### src/rtl/enc_pkg.sv
// Shared types and constants for the sequential priority encoder.
// FSM state encoding and the MODE parameter values.
package enc_pkg;

  typedef enum logic [0:0] {
    IDLE  = 1'b0,
    DRAIN = 1'b1
  } state_e;

  localparam int MODE_FIXED = 0;
  localparam int MODE_RR    = 1;

endpackage

### src/rtl/prio_pick.sv
// Combinational lowest-set-bit finder: returns whether any bit is set and the
// index of the lowest one.
module prio_pick #(
  parameter  int N = 8,
  localparam int W = $clog2(N)
) (
  input  logic [N-1:0] vec,
  output logic         found,
  output logic [W-1:0] idx
);

  // Scan from the top down so the lowest set bit is the last one written.
  always_comb begin
    found = 1'b0;
    idx   = '0;
    for (int i = N - 1; i >= 0; i--) begin
      found = found | vec[i];
      idx   = vec[i] ? W'(i) : idx;
    end
  end

endmodule

### src/rtl/seq_priority_encoder.sv
// Multi-hot request vector in, one index per valid/ready beat out, in fixed
// (lowest first) or round-robin order.
module seq_priority_encoder
  import enc_pkg::*;
#(
  parameter  int N    = 8,
  parameter  int MODE = 0,
  localparam int W    = $clog2(N)
) (
  input  logic         clk,
  input  logic         rst,
  input  logic [N-1:0] req_i,
  input  logic         req_valid,
  output logic         req_ready,
  output logic [W-1:0] idx_o,
  output logic         idx_valid,
  input  logic         idx_ready,
  output logic         idx_last,
  output logic [W:0]   pend_cnt_o,
  output logic         zero_o
);

  state_e       state_r, state_next_s;
  logic [N-1:0] pending_r, pending_next_s;
  logic [W-1:0] rr_ptr_r, rr_next_s;
  logic         zero_r, zero_next_s;

  logic         found_s;
  logic [W-1:0] sel_s;
  logic [W:0]   cnt_s;
  logic         fire_s;
  logic         last_s;
  logic [N-1:0] serve_mask_s;

  function automatic logic [W:0] popcount(input logic [N-1:0] v);
    logic [W:0] c;
    c = '0;
    for (int i = 0; i < N; i++) begin
      c = c + {{W{1'b0}}, v[i]};
    end
    return c;
  endfunction

  if (MODE == MODE_RR) begin : g_rr
    logic [N-1:0] mask_s;
    logic [N-1:0] masked_s;
    logic         found_m_s;
    logic [W-1:0] idx_m_s;
    logic [W-1:0] idx_u_s;

    // Keep only pending bits at or above the round-robin pointer.
    always_comb begin
      mask_s = '0;
      for (int i = 0; i < N; i++) begin
        mask_s[i] = (i >= int'(rr_ptr_r));
      end
    end

    assign masked_s = pending_r & mask_s;

    prio_pick #(.N(N)) u_pick_masked (
      .vec   (masked_s),
      .found (found_m_s),
      .idx   (idx_m_s)
    );

    prio_pick #(.N(N)) u_pick_all (
      .vec   (pending_r),
      .found (found_s),
      .idx   (idx_u_s)
    );

    // Nothing at or above the pointer means wrap to the lowest index overall.
    assign sel_s = found_m_s ? idx_m_s : idx_u_s;
  end else begin : g_fixed
    prio_pick #(.N(N)) u_pick_all (
      .vec   (pending_r),
      .found (found_s),
      .idx   (sel_s)
    );
  end

  assign cnt_s        = popcount(pending_r);
  assign last_s       = (cnt_s == (W + 1)'(1));
  assign fire_s       = (state_r == DRAIN) && found_s && idx_ready;
  assign serve_mask_s = {{(N - 1){1'b0}}, 1'b1} << sel_s;

  // Next-state, pending vector, pointer and zero-pulse logic.
  always_comb begin
    state_next_s   = state_r;
    pending_next_s = pending_r;
    rr_next_s      = rr_ptr_r;
    zero_next_s    = 1'b0;
    case (state_r)
      IDLE: begin
        if (req_valid) begin
          pending_next_s = req_i;
          if (req_i != '0) begin
            state_next_s = DRAIN;
          end else begin
            zero_next_s = 1'b1;
          end
        end else begin
          pending_next_s = pending_r;
        end
      end
      DRAIN: begin
        if (fire_s) begin
          pending_next_s = pending_r & ~serve_mask_s;
          if (MODE == MODE_RR) begin
            rr_next_s = (sel_s == W'(N - 1)) ? '0 : sel_s + W'(1);
          end else begin
            rr_next_s = rr_ptr_r;
          end
          if (last_s) begin
            state_next_s = IDLE;
          end else begin
            state_next_s = DRAIN;
          end
        end else begin
          pending_next_s = pending_r;
        end
      end
      default: begin
        state_next_s   = IDLE;
        pending_next_s = '0;
      end
    endcase
  end

  // State registers with synchronous reset.
  always_ff @(posedge clk) begin
    if (rst) begin
      state_r   <= IDLE;
      pending_r <= '0;
      rr_ptr_r  <= '0;
      zero_r    <= 1'b0;
    end else begin
      state_r   <= state_next_s;
      pending_r <= pending_next_s;
      rr_ptr_r  <= rr_next_s;
      zero_r    <= zero_next_s;
    end
  end

  // Outputs depend only on registered state, so they hold while stalled.
  assign req_ready  = (state_r == IDLE);
  assign idx_valid  = (state_r == DRAIN);
  assign idx_o      = idx_valid ? sel_s : '0;
  assign idx_last   = idx_valid && last_s;
  assign pend_cnt_o = cnt_s;
  assign zero_o     = zero_r;

endmodule

### config.mk
export PLATFORM = sky130hd
export DESIGN_NAME = seq_priority_encoder
export DESIGN_NICKNAME = d
export VERILOG_FILES = /design/src/rtl/enc_pkg.sv /design/src/rtl/prio_pick.sv /design/src/rtl/seq_priority_encoder.sv
export SDC_FILE = /design/constraint.sdc
export NUM_CORES = 1
export LEC_CHECK = 0
export ABC_AREA = 1
export BUFFER_PORTS_ARGS = -buffer_cell sky130_fd_sc_hd__buf_2
export CORE_MARGIN = 8
export CORE_UTILIZATION = 30
export CTS_BUF_LIST = sky130_fd_sc_hd__clkbuf_4 sky130_fd_sc_hd__clkbuf_8
export DETAILED_ROUTE_END_ITERATION = 8
export GPL_TIMING_DRIVEN = 0
export HOLD_SLACK_MARGIN = 0.06
export SYNTH_ARGS = -nofsm -noshare
export SYNTH_HDL_FRONTEND = slang
export SYNTH_SLANG_ARGS = --single-unit
### constraint.sdc
create_clock -name clk -period 8.1 [get_ports clk]
set_input_delay 0 -clock clk [delete_from_list [all_inputs] [get_ports clk]]
set_output_delay 0 -clock clk [all_outputs]
set_load 0.1 [all_outputs]
==> results.md <==
* Drt pass-1 iters at 4
* Synth area leader: dfxtp_1
* Vias per Instance at slightly below 5
* TritonCTS Buffers at 3
* Gr usage total at 0.1059
* Hold Worst Slack at 0.1326 ns
* Dpl cells at approximately 170
* Remaining antenna violation count at 0
* Root buffer cell: clkbuf_4
* Netlist Area Pre-Place at just over 800 um2
* Initial drt markers at 34
* Most frequent cells in the layout: nand2_1, buf_2, inv_1
* Cell Count, Final, Fillers Out at 187
* Initial antenna violation count at 0
* Final WS setup at 4.434 ns
* Arrival time at the worst endpoint at 3.67 ns
* Total grt overflow at 0
* Seq cells post-synth at 10
* Ys Warns at 0
* Slew Viols, Final at 0
* Reg clk slew, reported paths at 0.06 ns
* Syn Nets at 140
* Drt wl/cell at 11.42 um
* Crit-path max cell delay at 0.54 ns
* Global placement routability congestion at approximately 0.85
* Core area at about 0.0027 mm2
* WP data required at a little over 8 ns
* Drc violations at 0
* RSZ-0062 raised after global routing: false
* DIE AREA at 0.004627 mm2
* CTS H-tree lvls at 1
* Syn Area/Cell at 6.711 um2
* Vias at between 900 and 1000
* Row count at 19
* Yosys top cell area share at 0.2465
* CP Launch Type: flop
* Area delta synth->final at 34.51%
* Final Hold Vio Count at 0
* Starting Density at 0.3050
* CP Capture Type: output pin
* Post-synth EDFFs at 0
* Delay-heaviest family, CP: adder cells
* Port Buffer Count at 21
* MaxCap Viol Count at 0
* Worst-path fanout max at 3
* Yosys cell types at 23
* Flop-to-flop setup slack at 4.88 ns
* Layout Skew at 0.0004383 ns
* Slowest CP cell: fa_1
* Setup TNS Final at 0 ns
* Post-synthesis sequential area ratio at 0.2465
* Fmax at 0.2728 GHz
* Die Width at approximately 70 um
* Largest net degree at the start of global routing at 11
* Vias in the first global route at a little under 1000
* CTS Sinks at 10
* Pin slew with the least headroom to its limit at 0.4960 ns
* Pre-CTS WS at about 4.7 ns
* Post-Syn Instances at 121
* VDD IR-drop max at 117.3 uV
* Rel. slew slack at 0.6716
* Worst path most repeated cell: fa_1
* Clk_lat worst skew at between 0.2 and 0.3 ns
* First-pass GRT wire length at 3.829 mm
* # resized after CTS at 0
* Io pins at 23
* Power Density at 222.8 mW/mm2
* Die Span Y at 68.03 um
* CTS tree: done
* Leak at 0.5661 nW
* Nets at 176
* Clock Tree Buf Depth at 2
* Final period util at 0.4526
* Crit-path cells: fa_1, inv_1, fa_1, fa_1, inv_1, ha_1, inv_1, fa_1, xor2_1, nand4_1, nor2_1, buf_2
* Period minus WS final at 3.666 ns
* Final wirelength at 2.136 mm
* Share of post-route cells with drive strength above 1 at 0.2692
* Setup Viol. Count Final at 0
* Outcome: complete, no violations
* Commonest non-fill, non-tap cell in the layout: nand2_1
* Dpl hpwl at 1.719 mm
* N_diodes at 0
* Buf/Inv on CP at 4
* Synth top area cells: dfxtp_1, nand2_1, fa_1
* Worst min path class: in2reg
* Top FF cell, synth: dfxtp_1
* Postcts setup bufs at 0
* Async set or reset register ratio after synthesis at 0
* Final total power at 0.0002434 W
* Kind of critical path: reg2out
[final cells by class]
class	instances	area, um2
buffer	2	8.758
multi-input combinational	86	514.2
clock buffer	4	36.28
inverter	23	88.84
timing repair buffer	31	205.2
tap	31	38.79
sequential	10	200.2
fill	290	1570
[power breakdown]
group          internal [W]   total, W  switching, W
Combinational     0.0000327   0.000141      0.000108
Sequential        0.0000529  0.0000579    0.00000499
Clock             0.0000273  0.0000448     0.0000175
[stage by stage]
step,cell area (um2),utilization
after detailed placement,955.9,0.3590
final,1092,0.4102
after global placement,955.9,0.3590
after global routing,1092,0.4102
after floorplan,812.0,-
after CTS,1092,0.4102
[routing by layer]
metal / wire [um] / vias to the layer above / GRT usage
met5: 0 / - / 0
met4: 52 / 0 / 0.05627
met3: 106 / 6 / 0.02619
met2: 1113 / 28 / 0.1946
met1: 864 / 415 / 0.1075
li1: - / 460 / -
[Yosys cell counts (2+ instances only)]
cell type,n
nor4_1,2
inv_2,6
nand2_4,2
nand3_1,12
fa_1,4
dfxtp_1,10
a21oi_1,14
inv_1,16
nand2_1,33
nor2_1,4
nand2_2,3
ha_1,3
o21ai_1,2
[sequential cells by signal (all words and copies together), names as in the netlist]
name and cells:
zero_o 1, idx_valid 1, pending_r 8
[path summary, 6_finish.rpt]
kind | start | to | cells past startpoint
min | rst | pending_r[7]$_SDFFE_PP0P_ | 2
max | pending_r[0]$_SDFFE_PP0P_ | idx_last | 12
max reg2reg | pending_r[0]$_SDFFE_PP0P_ | idx_valid$_SDFF_PP0_ | 12
min reg2reg | pending_r[6]$_SDFFE_PP0P_ | pending_r[6]$_SDFFE_PP0P_ | 2
[cell families after synthesis]
| kind of cell | count (synthesis) | synth area share |
|---|---|---|
| adders and majority gates | 7 | 0.1448 |
| and+or+nand+nor | 61 | 0.3683 |
| DFF | 10 | 0.2465 |
| AOI/OAI and AO/OA | 17 | 0.1094 |
| buffers and inverters | 25 | 0.1202 |
| xor gates and xnor gates | 1 | 0.01079 |
[repair_timing]
item / in CTS / in global routing
hold endpoints to repair: 10 / 0
hold buffers: 10 / 0
endpoints found under the setup margin: 0 / 0
Power figures use the tool's default switching activity.
